## src/rtl/brent_kung_pipe.sv

```systemverilog
// rtl/brent_kung_pipe.sv - three-stage Brent-Kung prefix adder/subtractor with valid/ready flow control
module brent_kung_pipe #(
  parameter int WIDTH = 32
) (
  input  logic             clk,
  input  logic             rst,
  input  logic             in_valid,
  output logic             in_ready,
  input  logic [WIDTH-1:0] in1,
  input  logic [WIDTH-1:0] in2,
  input  logic             c0,
  input  logic             sub,
  output logic             out_valid,
  input  logic             out_ready,
  output logic [WIDTH:0]   out,
  output logic             ovf
);
  localparam int LOG = $clog2(WIDTH);

  // Up-sweep: after level l, bit i with (i+1) a multiple of 2^(l+1) holds the group g/p of that span.
  function automatic logic [2*WIDTH-1:0] up_sweep(input logic [WIDTH-1:0] g_in,
                                                  input logic [WIDTH-1:0] p_in);
    logic [WIDTH-1:0] g;
    logic [WIDTH-1:0] p;
    g = g_in;
    p = p_in;
    for (int l = 0; l < LOG; l++) begin
      for (int i = (2 << l) - 1; i < WIDTH; i += (2 << l)) begin
        g[i] = g[i] | (p[i] & g[i - (1 << l)]);
        p[i] = p[i] & p[i - (1 << l)];
      end
    end
    return {p, g};
  endfunction

  // Down-sweep fills the remaining prefixes; p is only read at group positions left by the up-sweep.
  function automatic logic [WIDTH-1:0] down_sweep(input logic [WIDTH-1:0] g_in,
                                                  input logic [WIDTH-1:0] p_in);
    logic [WIDTH-1:0] g;
    g = g_in;
    for (int l = LOG - 2; l >= 0; l--) begin
      for (int i = 3 * (1 << l) - 1; i < WIDTH; i += (2 << l)) begin
        g[i] = g[i] | (p_in[i] & g[i - (1 << l)]);
      end
    end
    return g;
  endfunction

  logic             adv;
  logic [WIDTH-1:0] b_eff;
  logic [WIDTH-1:0] g_fold;
  logic [WIDTH-1:0] g_up;
  logic [WIDTH-1:0] p_up;
  logic [WIDTH-1:0] g_pre;
  logic [WIDTH-1:0] carry;
  logic [WIDTH-1:0] sum;

  logic             v1_q, v1_d;
  logic [WIDTH-1:0] g1_q, g1_d;
  logic [WIDTH-1:0] p1_q, p1_d;
  logic             cin1_q, cin1_d;
  logic             am1_q, am1_d;
  logic             bm1_q, bm1_d;

  logic             v2_q, v2_d;
  logic [WIDTH-1:0] g2_q, g2_d;
  logic [WIDTH-1:0] p2_q, p2_d;
  logic [WIDTH-1:0] pb2_q, pb2_d;
  logic             cin2_q, cin2_d;
  logic             am2_q, am2_d;
  logic             bm2_q, bm2_d;

  logic             v3_q, v3_d;
  logic [WIDTH:0]   out_q, out_d;
  logic             ovf_q, ovf_d;

  always_comb begin
    adv    = !v3_q || out_ready;
    b_eff  = sub ? ~in2 : in2;

    // Carry-in is the generate of bit -1, folded into bit 0 before the tree.
    g_fold    = g1_q;
    g_fold[0] = g1_q[0] | (p1_q[0] & cin1_q);
    {p_up, g_up} = up_sweep(g_fold, p1_q);

    g_pre = down_sweep(g2_q, p2_q);
    carry = {g_pre[WIDTH-2:0], cin2_q};
    sum   = pb2_q ^ carry;

    v1_d   = v1_q;
    g1_d   = g1_q;
    p1_d   = p1_q;
    cin1_d = cin1_q;
    am1_d  = am1_q;
    bm1_d  = bm1_q;
    v2_d   = v2_q;
    g2_d   = g2_q;
    p2_d   = p2_q;
    pb2_d  = pb2_q;
    cin2_d = cin2_q;
    am2_d  = am2_q;
    bm2_d  = bm2_q;
    v3_d   = v3_q;
    out_d  = out_q;
    ovf_d  = ovf_q;

    if (adv) begin
      v1_d   = in_valid;
      g1_d   = in1 & b_eff;
      p1_d   = in1 ^ b_eff;
      cin1_d = sub ? !c0 : c0;
      am1_d  = in1[WIDTH-1];
      bm1_d  = b_eff[WIDTH-1];

      v2_d   = v1_q;
      g2_d   = g_up;
      p2_d   = p_up;
      pb2_d  = p1_q;
      cin2_d = cin1_q;
      am2_d  = am1_q;
      bm2_d  = bm1_q;

      v3_d   = v2_q;
      out_d  = {g_pre[WIDTH-1], sum};
      ovf_d  = (am2_q == bm2_q) && (sum[WIDTH-1] != am2_q);
    end
  end

  always_ff @(posedge clk or posedge rst) begin
    if (rst) begin
      v1_q   <= 1'b0;
      g1_q   <= '0;
      p1_q   <= '0;
      cin1_q <= 1'b0;
      am1_q  <= 1'b0;
      bm1_q  <= 1'b0;
      v2_q   <= 1'b0;
      g2_q   <= '0;
      p2_q   <= '0;
      pb2_q  <= '0;
      cin2_q <= 1'b0;
      am2_q  <= 1'b0;
      bm2_q  <= 1'b0;
      v3_q   <= 1'b0;
      out_q  <= '0;
      ovf_q  <= 1'b0;
    end else begin
      v1_q   <= v1_d;
      g1_q   <= g1_d;
      p1_q   <= p1_d;
      cin1_q <= cin1_d;
      am1_q  <= am1_d;
      bm1_q  <= bm1_d;
      v2_q   <= v2_d;
      g2_q   <= g2_d;
      p2_q   <= p2_d;
      pb2_q  <= pb2_d;
      cin2_q <= cin2_d;
      am2_q  <= am2_d;
      bm2_q  <= bm2_d;
      v3_q   <= v3_d;
      out_q  <= out_d;
      ovf_q  <= ovf_d;
    end
  end

  assign in_ready  = adv;
  assign out_valid = v3_q;
  assign out       = out_q;
  assign ovf       = ovf_q;

endmodule

```

## config.mk

```make
export PLATFORM = sky130hd
export DESIGN_NAME = brent_kung_pipe
export DESIGN_NICKNAME = d
export VERILOG_FILES = /design/src/rtl/brent_kung_pipe.sv
export SDC_FILE = /design/constraint.sdc
export NUM_CORES = 1
export LEC_CHECK = 0
export CAP_MARGIN = 20
export CORE_MARGIN = 3
export CORE_UTILIZATION = 60
export CTS_CLUSTER_SIZE = 16
export DETAILED_ROUTE_END_ITERATION = 10
export GPL_ROUTABILITY_DRIVEN = 0
export PLACE_DENSITY = 0.88
export SETUP_SLACK_MARGIN = 0.3
export SYNTH_ARGS = -nofsm -noshare
export SYNTH_HDL_FRONTEND = slang
export SYNTH_SLANG_ARGS = --single-unit
```

## constraint.sdc

```tcl
create_clock -name clk -period 12.5 [get_ports clk]
set_clock_uncertainty 0.15 [all_clocks]
set_input_delay 2.5 -clock clk [delete_from_list [all_inputs] [get_ports clk]]
set_output_delay 2.5 -clock clk [all_outputs]
set_load 0.005 [all_outputs]
```

# Yosys cells after proc, flatten, opt, wreduce, memory -nomap -nowiden
# Index checks and enable logic that the tools add are counted.
[word_totals]
in_bits = 70
output_inout_bits = 36
ff_bits = 202
elab_cells = 174
[classes]
bitwise = 150
eq_ne = 2
n_reduce_logical = 4
mux = 2
[ops]
columns = ["cell", "n"]
rows = [
  ["$and 1x1->1", 88],
  ["$xor 32x32->32", 2],
  ["$or 1x1->1", 58],
  ["$and 32x32->32", 1],
  ["$mux 32", 1],
  ["$not 32->32", 1],
  ["$logic_not 1->1", 2],
  ["$eq 1x1->1", 1],
  ["$logic_and 1x1->1", 1],
  ["$logic_or 1x1->1", 1],
  ["$mux 1", 1],
  ["$ne 1x1->1", 1],
]

# Logic depth before layout (Yosys ltp)
# Gate-level depths: netlist (run 1).
[depth]
word_depth = 12
depth_mapped = 8

# Worst setup path after synthesis (run 1)
# Ideal clock, no wire load.
[synth_timing]
path_kind = "input port to output port"
start = "input port out_ready"
end = "output port in_ready"
arrival_ps = 3179
path_buffers = 2
path_slack_ps = 6671
stages = 4
cell_sequence = "and2b_1 inv_2 buf_2 buf_2"
[synth_via]
elab_chain_cells = 1
[synth_lines]
columns = ["item", "line", "rtl"]
rows = [
  ["start, declared", "14", "input logic out_ready,"],
  ["$logic_or 1x1->1", "78", "adv = !v3_q || out_ready;"],
  ["end, declared", "8", "output logic in_ready,"],
]
# Every way passes these cells.

# Worst setup path after layout (run 1)
# Same ends and word-level chain as after synthesis.

==> impl_results.md, run 1 <==
- # fillers: roughly 950
- Core area: 13,300 um2
- Area Overhead vs Synth: 19.3%
- Sw Ratio: roughly a third
- DIE HEIGHT: around 120 um
- Xor/xnor cell area share of the yosys netlist: roughly 5.3%
- Netlist cell types: 30
- MaxCap Viol Count: 0
- Power per cell area: roughly 210 nW/um2
- Drt via density: about 5.2
- Switching power: 0.000663 W
- Kind of critical path: in2out
- CTS root buf: clkbuf_16
- Drt pass-1 iters: 5
- Combinational share of power: between 30 and 40%
- Seq pwr share: approximately 46%
- #FFs+latches synth: between 150 and 200
- DR iter-0 viols: approximately 480
- Routed Antenna Nets: 0
- Post-synth EDFFs: 0
- Reg2reg start: out_valid$_DFFE_PP0P_
- Arr. time, crit path: ~4800 ps
- Clk buf depth: 2
- Min Tclk post-route: 7400 ps
- Setup crit end kind: output port
- Adder-Cell Fraction of Synth Area: 7.16%
- RSZ-0062 raised after global routing: false
- Post-DP HPWL: approximately 10 mm
- Final core occ: 73.7%
- Outcome: completed
- Clock power frac: 23.4%
- Max Clk Rate: between 0.1 and 0.15 GHz
- CTS resizes: 0
- CP Launch Type: input pin
- Initial core utilization: 61.8%
- Vias: between 6,000 and 7,000
- Sequential-to-total area share from yosys stat: between 50% and 60%
- Ys Warns: 0
- Die area: 15,100 um2
- Total gr overflow: 0
- Leak: about 5 nW
- Post-synth ARST share: between 90% and 100%
- Overall Power: about 0.0020 W
- Io pins: 106
- Port Buffers: 105
- Synth Area in Compound Gates: around 5.7%
- Global-route wire length before repair: between 20 and 30 mm
- Post-CTS Hold Buffers: 0
- Setup crit start: out_ready
- Share of cells above drive strength 1: 3.30%
- Total CTS buffers: 17
- Skew-Pair Late Insertion Delay: about 430 ps
- Total wire length: 15.7 mm
- Worst-path clk slew: around 60 ps
- Reg2Reg Depth: 5
- Final setup fails: 0
- Postcts setup bufs: 0
- Initial antenna violation count: 0
- Register Area: roughly 4600 um2
- WL/cell: 13.3 um
- Post-synthesis net count: roughly 1,000
- Rel. slew slack: 28.5%
- DRC violations left: 0
- Synth Area in Simple Gates: between 20% and 30%
- Post-layout nets: about 1,100
- Top-count cell post-synth: nand2_1
- Post-synth top area share: a little under three fifths
- Multi-input gate area: ~3400 um2
- Top post-synthesis cells by count: 432 x nand2_1, 182 x dfrtp_1, 47 x ha_1, 47 x xor2_1, 42 x nor2_1
- Crit-path max FO: between 70 and 80
- Fin crit share: 59.2%
- Required time worst endpoint: around 9900 ps
- Gr usage total: a little over a fifth
- Worst-Margin Slew: roughly 1100 ps
- Synth area leaders: dfrtp_1 55%, nand2_1 20%, ha_1 7.2%, xor2_1 5.0%, o21ai_0 2.0%
- Pint: between 0.001 and 0.0015 W
- Vias in the first global route: about 5,800
- Worst vdd ir: 0.000106 V
- Clk sinks: 182
- Setup TNS: 0 ps
- Post-Syn Area: between 8000 and 9000 um2
- Largest net degree at the start of global routing: 116
- Reg-to-reg slack, setup: just under 10,000 ps
- Largest family of logic cells by synthesized area: simple AND/OR/NAND/NOR gates
- End of the worst register-to-register path: out[24]$_DFFE_PP0P_
- Antenna fix cells: 0
- Mux cell area share after synthesis: less than 1%
- Worst hold path class: reg2reg
- Die Span X: 123 um
- Main synth FF type: dfrtp_1
- Row cnt: 42
- H-tree Lvls: 4
- Yosys top cell by area: dfrtp_1
- Average size of a mapped cell: roughly 9 um2
- Slew Viols, Final: 0
- Hold Vio Cnt, Final: 0
- CTS tree: yes
- Synth Instances: 906
- Setup crit end: in_ready
-- per-stage QoR --
step / hold slack, ps / setup WS (ps) / instances / area (um2)
detailed placement: 303 / 5080 / 1147 / 9280
global route: 330 / 4920 / 1177 / 9790
floorplan: 280 / 4910 / 906 / 8210
CTS: 320 / 5080 / 1177 / 9790
finish: 315 / 5100 / 1177 / 9790
global placement: 294 / 5060 / 1147 / 9280
-- registers in the layout, indices dropped and copies added, names as in the netlist --
| signal | cells |
|---|---|
| cin2_q | 1 |
| ovf | 1 |
| am1_q | 1 |
| g2_q | 32 |
| bm1_q | 1 |
| out | 33 |
| pb2_q | 17 |
| am2_q | 1 |
| cin1_q | 1 |
| g1_q | 32 |
| out_valid | 1 |
| v1_q | 1 |
| p1_q | 32 |
| bm2_q | 1 |
| v2_q | 1 |
| p2_q | 26 |
-- power by group through the flow --
stage	registers, W	clock network, W	logic [W]
floorplan	0.000916	0	0.000390
global placement	0.000929	0	0.000588
detailed placement	0.000941	0	0.000611
CTS	0.000933	0.000482	0.000620
global route	0.000963	0.000505	0.000699
finish	0.000933	0.000473	0.000610
-- cell families (layout without fill, tap and decap cells) --
family,after synthesis,count (layout)
XOR/XNOR,50,50
flip-flops,182,182
buffers and inverters,48,143
AND/OR/NAND/NOR,495,495
multiplexers,1,1
AO/OA/AOI/OAI,83,83
adder cells (fa/ha/maj),47,47
-- cells in the final DEF (no fill, tap or decap), types with 2 or more instances in the layout --
cell type        count
nand2_1            432
dfrtp_1            182
clkdlybuf4s50_1    104
xor2_1              47
ha_1                47
nor2_1              42
o21ai_0             33
a21oi_1             28
clkbuf_16           17
a21o_1              12
nand3_1              7
clkbuf_1             7
nand4_1              5
inv_1                3
xnor2_1              3
nand2b_1             3
clkbuf_8             3
buf_4                3
or3_1                2
o21bai_1             2
o21ai_1              2
a31oi_1              2
clkinvlp_4           2
-- worst max-delay path, cell delays in order --
cell and delay (ps):
clkdlybuf4s50_1 390, and2b_4 800, inv_4 470, clkdlybuf4s50_1 570
-- metal layers --
metal | routed length (um) | global-route usage [%] | vias up | share of wire, %
met5 | 0 | 0 | - | 0
met4 | 424 | 10.8 | 0 | 2.7
met3 | 603 | 4.76 | 28 | 3.9
met2 | 7810 | 36.0 | 121 | 50
met1 | 6820 | 27.6 | 2877 | 44
li1 | - | - | 3036 | -
-- worst min path at each step --
stage	from	end	slack [ps]	cells after the start
after floorplan	v2_q$_DFFE_PP0P_	v2_q$_DFFE_PP0P_	280	2
after global placement	v2_q$_DFFE_PP0P_	v2_q$_DFFE_PP0P_	290	2
after detailed placement	v2_q$_DFFE_PP0P_	out_valid$_DFFE_PP0P_	300	1
after CTS	out[8]$_DFFE_PP0P_	out[8]$_DFFE_PP0P_	320	2
after global routing	out[32]$_DFFE_PP0P_	out[32]$_DFFE_PP0P_	330	2
final	out[8]$_DFFE_PP0P_	out[8]$_DFFE_PP0P_	320	2
-- cell type report --
type	instances	share of cell area, %
Sequential cell	182	46.5
Multi-Input combinational cell	676	34.8
Timing Repair Buffer	108	10.9
Clock buffer	27	5.03
Tap cell	176	2.25
Inverter	5	0.268
Clock inverter	3	0.204
(Power assumes the default switching activity.)
==> run 2, diff against run 1 <==
--- a/config.mk
+++ b/config.mk
@@ -7,11 +7,11 @@
 export LEC_CHECK = 0
 export CAP_MARGIN = 20
 export CORE_MARGIN = 3
-export CORE_UTILIZATION = 60
+export CORE_UTILIZATION = 55
 export CTS_CLUSTER_SIZE = 16
 export DETAILED_ROUTE_END_ITERATION = 10
 export GPL_ROUTABILITY_DRIVEN = 0
-export PLACE_DENSITY = 0.88
+export PLACE_DENSITY = 0.81
 export SETUP_SLACK_MARGIN = 0.3
 export SYNTH_ARGS = -nofsm -noshare
 export SYNTH_HDL_FRONTEND = slang
==> constraint.sdc (replaced) <==
create_clock -name clk -period 7.65 [get_ports clk]
set_clock_uncertainty 0.15 [all_clocks]
set_input_delay 1.53 -clock clk [delete_from_list [all_inputs] [get_ports clk]]
set_output_delay 1.53 -clock clk [all_outputs]
set_load 0.005 [all_outputs]
==> impl_results.md, run 2 (synthesized netlist as in run 1, its figures left out) <==
- Critical Path Slowest Stage Cell: clkdlybuf4s50_1
- Leak: 5.06 nW (+1.2%)
- Post-CTS Hold Buffers: 0 (unchanged)
- Total CTS buffers: 17 (unchanged)
- Delay-heaviest family, CP: buffers and inverters
- CTS resizes: 0 (unchanged)
- Vias: 6,042 (-0.33%)
- Outcome: completed
- Worst-Margin Slew: 1050 ps (-21.8 ps)
- Post-DP HPWL: 10.1 mm (-1.4%)
- DIE HEIGHT: 128 um (+4.2%)
- Clk sinks: 182 (unchanged)
- CTS tree: yes
- Io pins: 106 (unchanged)
- MaxCap Viol Count: 0 (unchanged)
- Gr usage total: 21.0% (-0.96 points)
- Area Overhead vs Synth: 20.6%
- DRC violations left: 0 (unchanged)
- Critical Path Max Stage Delay: 550 ps (-250 ps)
- WL/cell: 13.5 um (+1.7%)
- Worst vdd ir: 0.000186 V (+76%)
- Total gr overflow: 0 (unchanged)
- Power per cell area: 345 nW/um2 (+68%)
- Max reg flops: 33 (unchanged)
- Crit-path max FO: 2 (-97%)
- Largest net degree at the start of global routing: 109 (-6.0%)
- CTS root buf: clkbuf_16
- Core area: 14,600 um2 (+9.7%)
- DR iter-0 viols: 498 (+4.0%)
- Worst hold path class: reg2reg
- Layout Cells excl Fill: 1,188 (+0.93%)
- Required time worst endpoint: 5970 ps (-3880 ps)
- Min Tclk post-route: about 4500 ps
- Rel. slew slack: 29.9% (+1.5 points)
- Max Clk Rate: between 0.2 and 0.25 GHz
- Slew Viols, Final: 0 (unchanged)
- Fin crit share: roughly three fifths
- Final setup fails: 0 (unchanged)
- Worst Path Buf+Inv: 3 (unchanged)
- H-tree Lvls: 4 (unchanged)
- Setup TNS: 0 ps (unchanged)
- RSZ-0062 raised after global routing: false
- Initial core utilization: 56.3% (-5.5 points)
- Most frequent CP cell: clkdlybuf4s50_1
- Global-route wire length before repair: 27.8 mm (+6.7%)
- Routed Antenna Nets: 0 (unchanged)
- Post-layout nets: 1,109 (+0.18%)
- Arr. time, crit path: 2790 ps (-1960 ps)
- Clk buf depth: 2 (unchanged)
- Skew-Pair Late Insertion Delay: 420 ps (about the same)
- CP Launch Type: input pin
- # fillers: 1,150 (+21%)
- Die Span X: 128 um (+4.2%)
- Critical-path cell list: clkdlybuf4s50_1 > and2b_4 > inv_4 > clkdlybuf4s50_1
- Antenna fix cells: 0 (unchanged)
- Drt pass-1 iters: 4 (-1)
- Setup crit end kind: output port
- Row cnt: 44 (+4.8%)
- Commonest non-fill, non-tap cell in the layout: nand2_1
- Drt via density: 5.09 (-1.3%)
- Port Buffers: 105 (unchanged)
- Worst-path clk slew: 60 ps (about the same)
- Die area: 16,400 um2 (+8.6%)
- Total wire length: 16.1 mm (+2.7%)
- Vias in the first global route: 6,042 (+4.8%)
- Most frequent cells in the layout: 432 x nand2_1, 182 x dfrtp_1, 104 x clkdlybuf4s50_1
- Initial antenna violation count: 0 (unchanged)
- Placed cells: 1,157 (+0.87%)
- Postcts setup bufs: 0 (unchanged)
- Share of cells above drive strength 1: 4.08% (+0.79 points)
- Kind of critical path: in2out
- Hold Vio Cnt, Final: 0 (unchanged)
run 2: layer usage:
metal  track usage (%)  part of all wire (%)  routed length (um)  vias up
met1              28.1                    45                7290     2859
met3              4.63                   4.1                 664       26
met2              33.9                    49                7850      114
met4              7.05                   1.7                 273        0
met5                 0                     0                   0        -
li1                  -                     -                   -     3043
run 2: cell type report:
cell class	count	area (um2)	area share [%]
sequential	182	4550	46.0
multi-input combinational	676	3410	34.4
timing repair buffer	110	1080	10.9
clock buffer	22	474	4.79
tap	184	230	2.32
clock inverter	9	125	1.26
inverter	5	26.3	0.265
run 2: final timing paths:
kind	cells past startpoint	to	slack (ps)	startpoint
max reg2reg	8	g2_q[31]$_DFFE_PP0P_	4670	out_valid$_DFFE_PP0P_
min in group asynchronous	2	out[19]$_DFFE_PP0P_	1540	rst
min	1	out_valid$_DFFE_PP0P_	310	v2_q$_DFFE_PP0P_
max	4	in_ready	3180	out_ready
max in group asynchronous	3	p2_q[19]$_DFFE_PP0P_	4310	rst
min reg2reg	1	out_valid$_DFFE_PP0P_	310	v2_q$_DFFE_PP0P_
run 2: report_power, final:
group	switching, W	internal (W)
Combinational	0.000529	0.000475
Sequential	0.000228	0.00130
Clock	0.000351	0.000536
Total	0.00111	0.00231
run 2: stage by stage:
step	setup slack, ps	instance area (um2)	utilization [%]	power, W	hold slack, ps
floorplan	1030	8210	-	0.00213	280
global placement	3190	9310	63.8	0.00250	290
detailed placement	3090	9310	63.8	0.00255	293
CTS	3170	9910	67.9	0.00345	308
global route	3170	9910	67.9	0.00367	334
finish	3180	9910	67.9	0.00342	306
==> run 3, diff against run 2 <==
==> constraint.sdc (replaced) <==
create_clock -name clk -period 4.6 [get_ports clk]
set_clock_uncertainty 0.15 [all_clocks]
set_input_delay 0.92 -clock clk [delete_from_list [all_inputs] [get_ports clk]]
set_output_delay 0.92 -clock clk [all_outputs]
set_load 0.005 [all_outputs]
==> impl_results.md, run 3 (synthesized netlist as in run 1, its figures left out) <==
- Outcome: completed
- CTS tree: yes
- Total wire length: 15.7 mm (-2.3%)
- CP Launch Type: input pin
- Final worst slack: 1340 ps (-1850 ps)
- DR iter-0 viols: 591 (+19%)
- Drt pass-1 iters: 5 (+1)
- Min Tclk post-route: 3260 ps
- Postcts setup bufs: 0 (unchanged)
- Slew Viols, Final: 0 (unchanged)
- Clk buf depth: 2 (unchanged)
- Rel. slew slack: 48.9% (+19 points)
- Layout Cells excl Fill: 1,189 (+0.084%)
- RSZ-0062 raised after global routing: false
- Die area: 16,400 um2 (unchanged)
- Skew-Pair Late Insertion Delay: 430 ps (about the same)
- Hold Vio Cnt, Final: 0 (unchanged)
- Antenna fix cells: 0 (unchanged)
- Leak: 5.08 nW (+0.38%)
- Worst slack, placed: 1330 ps (-1770 ps)
- Io pins: 106 (unchanged)
- Total gr overflow: 0 (unchanged)
- CTS root buf: clkbuf_16
- Clk sinks: 182 (unchanged)
- Max reg flops: 33 (unchanged)
- Multi-input gate area: 3410 um2 (unchanged)
- Total CTS buffers: 17 (unchanged)
- Final setup fails: 0 (unchanged)
- Post-layout nets: 1,111 (+0.18%)
- Crit-path max FO: 14 (+12)
- DIE HEIGHT: 128 um (unchanged)
- Max Clk Rate: 0.306 GHz
- Port Buffers: 105 (unchanged)
- WL/cell: 13.2 um (-2.4%)
- Largest net degree at the start of global routing: 171 (+57%)
- Required time worst endpoint: 3530 ps (-2440 ps)
- CTS resizes: 0 (unchanged)
- Commonest non-fill, non-tap cell in the layout: nand2_1
- Row cnt: 44 (unchanged)
- Fin crit share: about 71%
- Core area: 14,600 um2 (unchanged)
- Initial antenna violation count: 0 (unchanged)
- Global-route wire length before repair: 26.9 mm (-3.3%)
- Final hold slack: 311 ps (+5.29 ps)
- Share of cells above drive strength 1: 3.88% (-0.20 points)
- Drt via density: 5.06 (-0.60%)
- Gr usage total: 20.2% (-0.74 points)
- Vias: 6,011 (-0.51%)
- Setup TNS: 0 ps (unchanged)
- Area Overhead vs Synth: 21.2%
- H-tree Lvls: 4 (unchanged)
- Overall Power: 0.00564 W (+65%)
- Worst vdd ir: 0.000298 V (+60%)
- Die Span X: 128 um (unchanged)
- Placed cells: 1,158 (+0.086%)
- Post-DP HPWL: 10.3 mm (+1.8%)
- Vias in the first global route: 5,773 (-4.5%)
- Initial core utilization: 56.3% (unchanged)
- Kind of critical path: in2out
- Most frequent cells in the layout: 432 x nand2_1, 182 x dfrtp_1, 104 x clkdlybuf4s50_1
- Post-CTS Hold Buffers: 0 (unchanged)
- Worst hold path class: reg2reg
- DRC violations left: 0 (unchanged)
- Worst-Margin Slew: 766 ps (-285 ps)
- Routed Antenna Nets: 0 (unchanged)
- # fillers: 1,131 (-1.7%)
- Arr. time, crit path: 2190 ps (-600 ps)
- Setup crit end kind: output port
- Register Area: 4550 um2 (unchanged)
- MaxCap Viol Count: 0 (unchanged)
- Power per cell area: 566 nW/um2 (+64%)
- Worst-path clk slew: 60 ps (about the same)
==> run 3: changes by cell type in the layout (fill, tap and decap cells not counted), sizes merged <==
cell / previous run / this run
clkbuf: 22 / 27
clkinv: 4 / 1
inv: 5 / 4
clkinvlp: 2 / 1
buf: 6 / 8
bufinv: 3 / 2
==> run 3: worst max-delay path: stages <==
cell	delay, ps
clkdlybuf4s50_1	440
and2b_4	240
inv_4	90
clkdlybuf4s50_1	490
==> run 3: power breakdown <==
group / internal (W) / switching [W] / total, W
clock network: 0.000867 / 0.000556 / 0.00142
registers: 0.00216 / 0.000382 / 0.00254
logic: 0.000806 / 0.000865 / 0.00167
==> run 3: area by class of cell <==
cell class                      count  share of cell area (%)
Tap cell                          184                    2.31
Inverter                            5                   0.251
Timing Repair Buffer              112                    11.6
Multi-Input combinational cell    676                    34.3
Clock inverter                      3                   0.654
Sequential cell                   182                    45.7
Clock buffer                       27                    5.15
==> run 3: path summary, 6_finish.rpt <==
check,startpoint,slack [ps],cells after the start,endpoint
min reg2reg,v2_q$_DFFE_PP0P_,310,1,out_valid$_DFFE_PP0P_
min in group asynchronous,rst,670,2,p1_q[19]$_DFFE_PP0P_
min,v2_q$_DFFE_PP0P_,310,1,out_valid$_DFFE_PP0P_
max reg2reg,g2_q[15]$_DFFE_PP0P_,2390,8,ovf$_DFFE_PP0P_
max,out_ready,1340,4,in_ready
max in group asynchronous,rst,2870,3,ovf$_DFFE_PP0P_
==> run 3: metrics by stage <==
step	util [%]	instance area (um2)
after floorplan	-	8220
final	68.2	9960
after global placement	64.1	9350
after CTS	68.1	9930
after global routing	68.2	9960
after detailed placement	64.1	9350
==> run 3: metal layers <==
metal  part of all wire (%)  global-route usage [%]  vias to the layer above
met5                      0                       0                        -
met4                    1.6                    7.49                        0
met3                    3.0                    3.79                       17
met2                     50                    33.2                      104
met1                     45                    26.8                     2858
li1                       -                       -                     3032
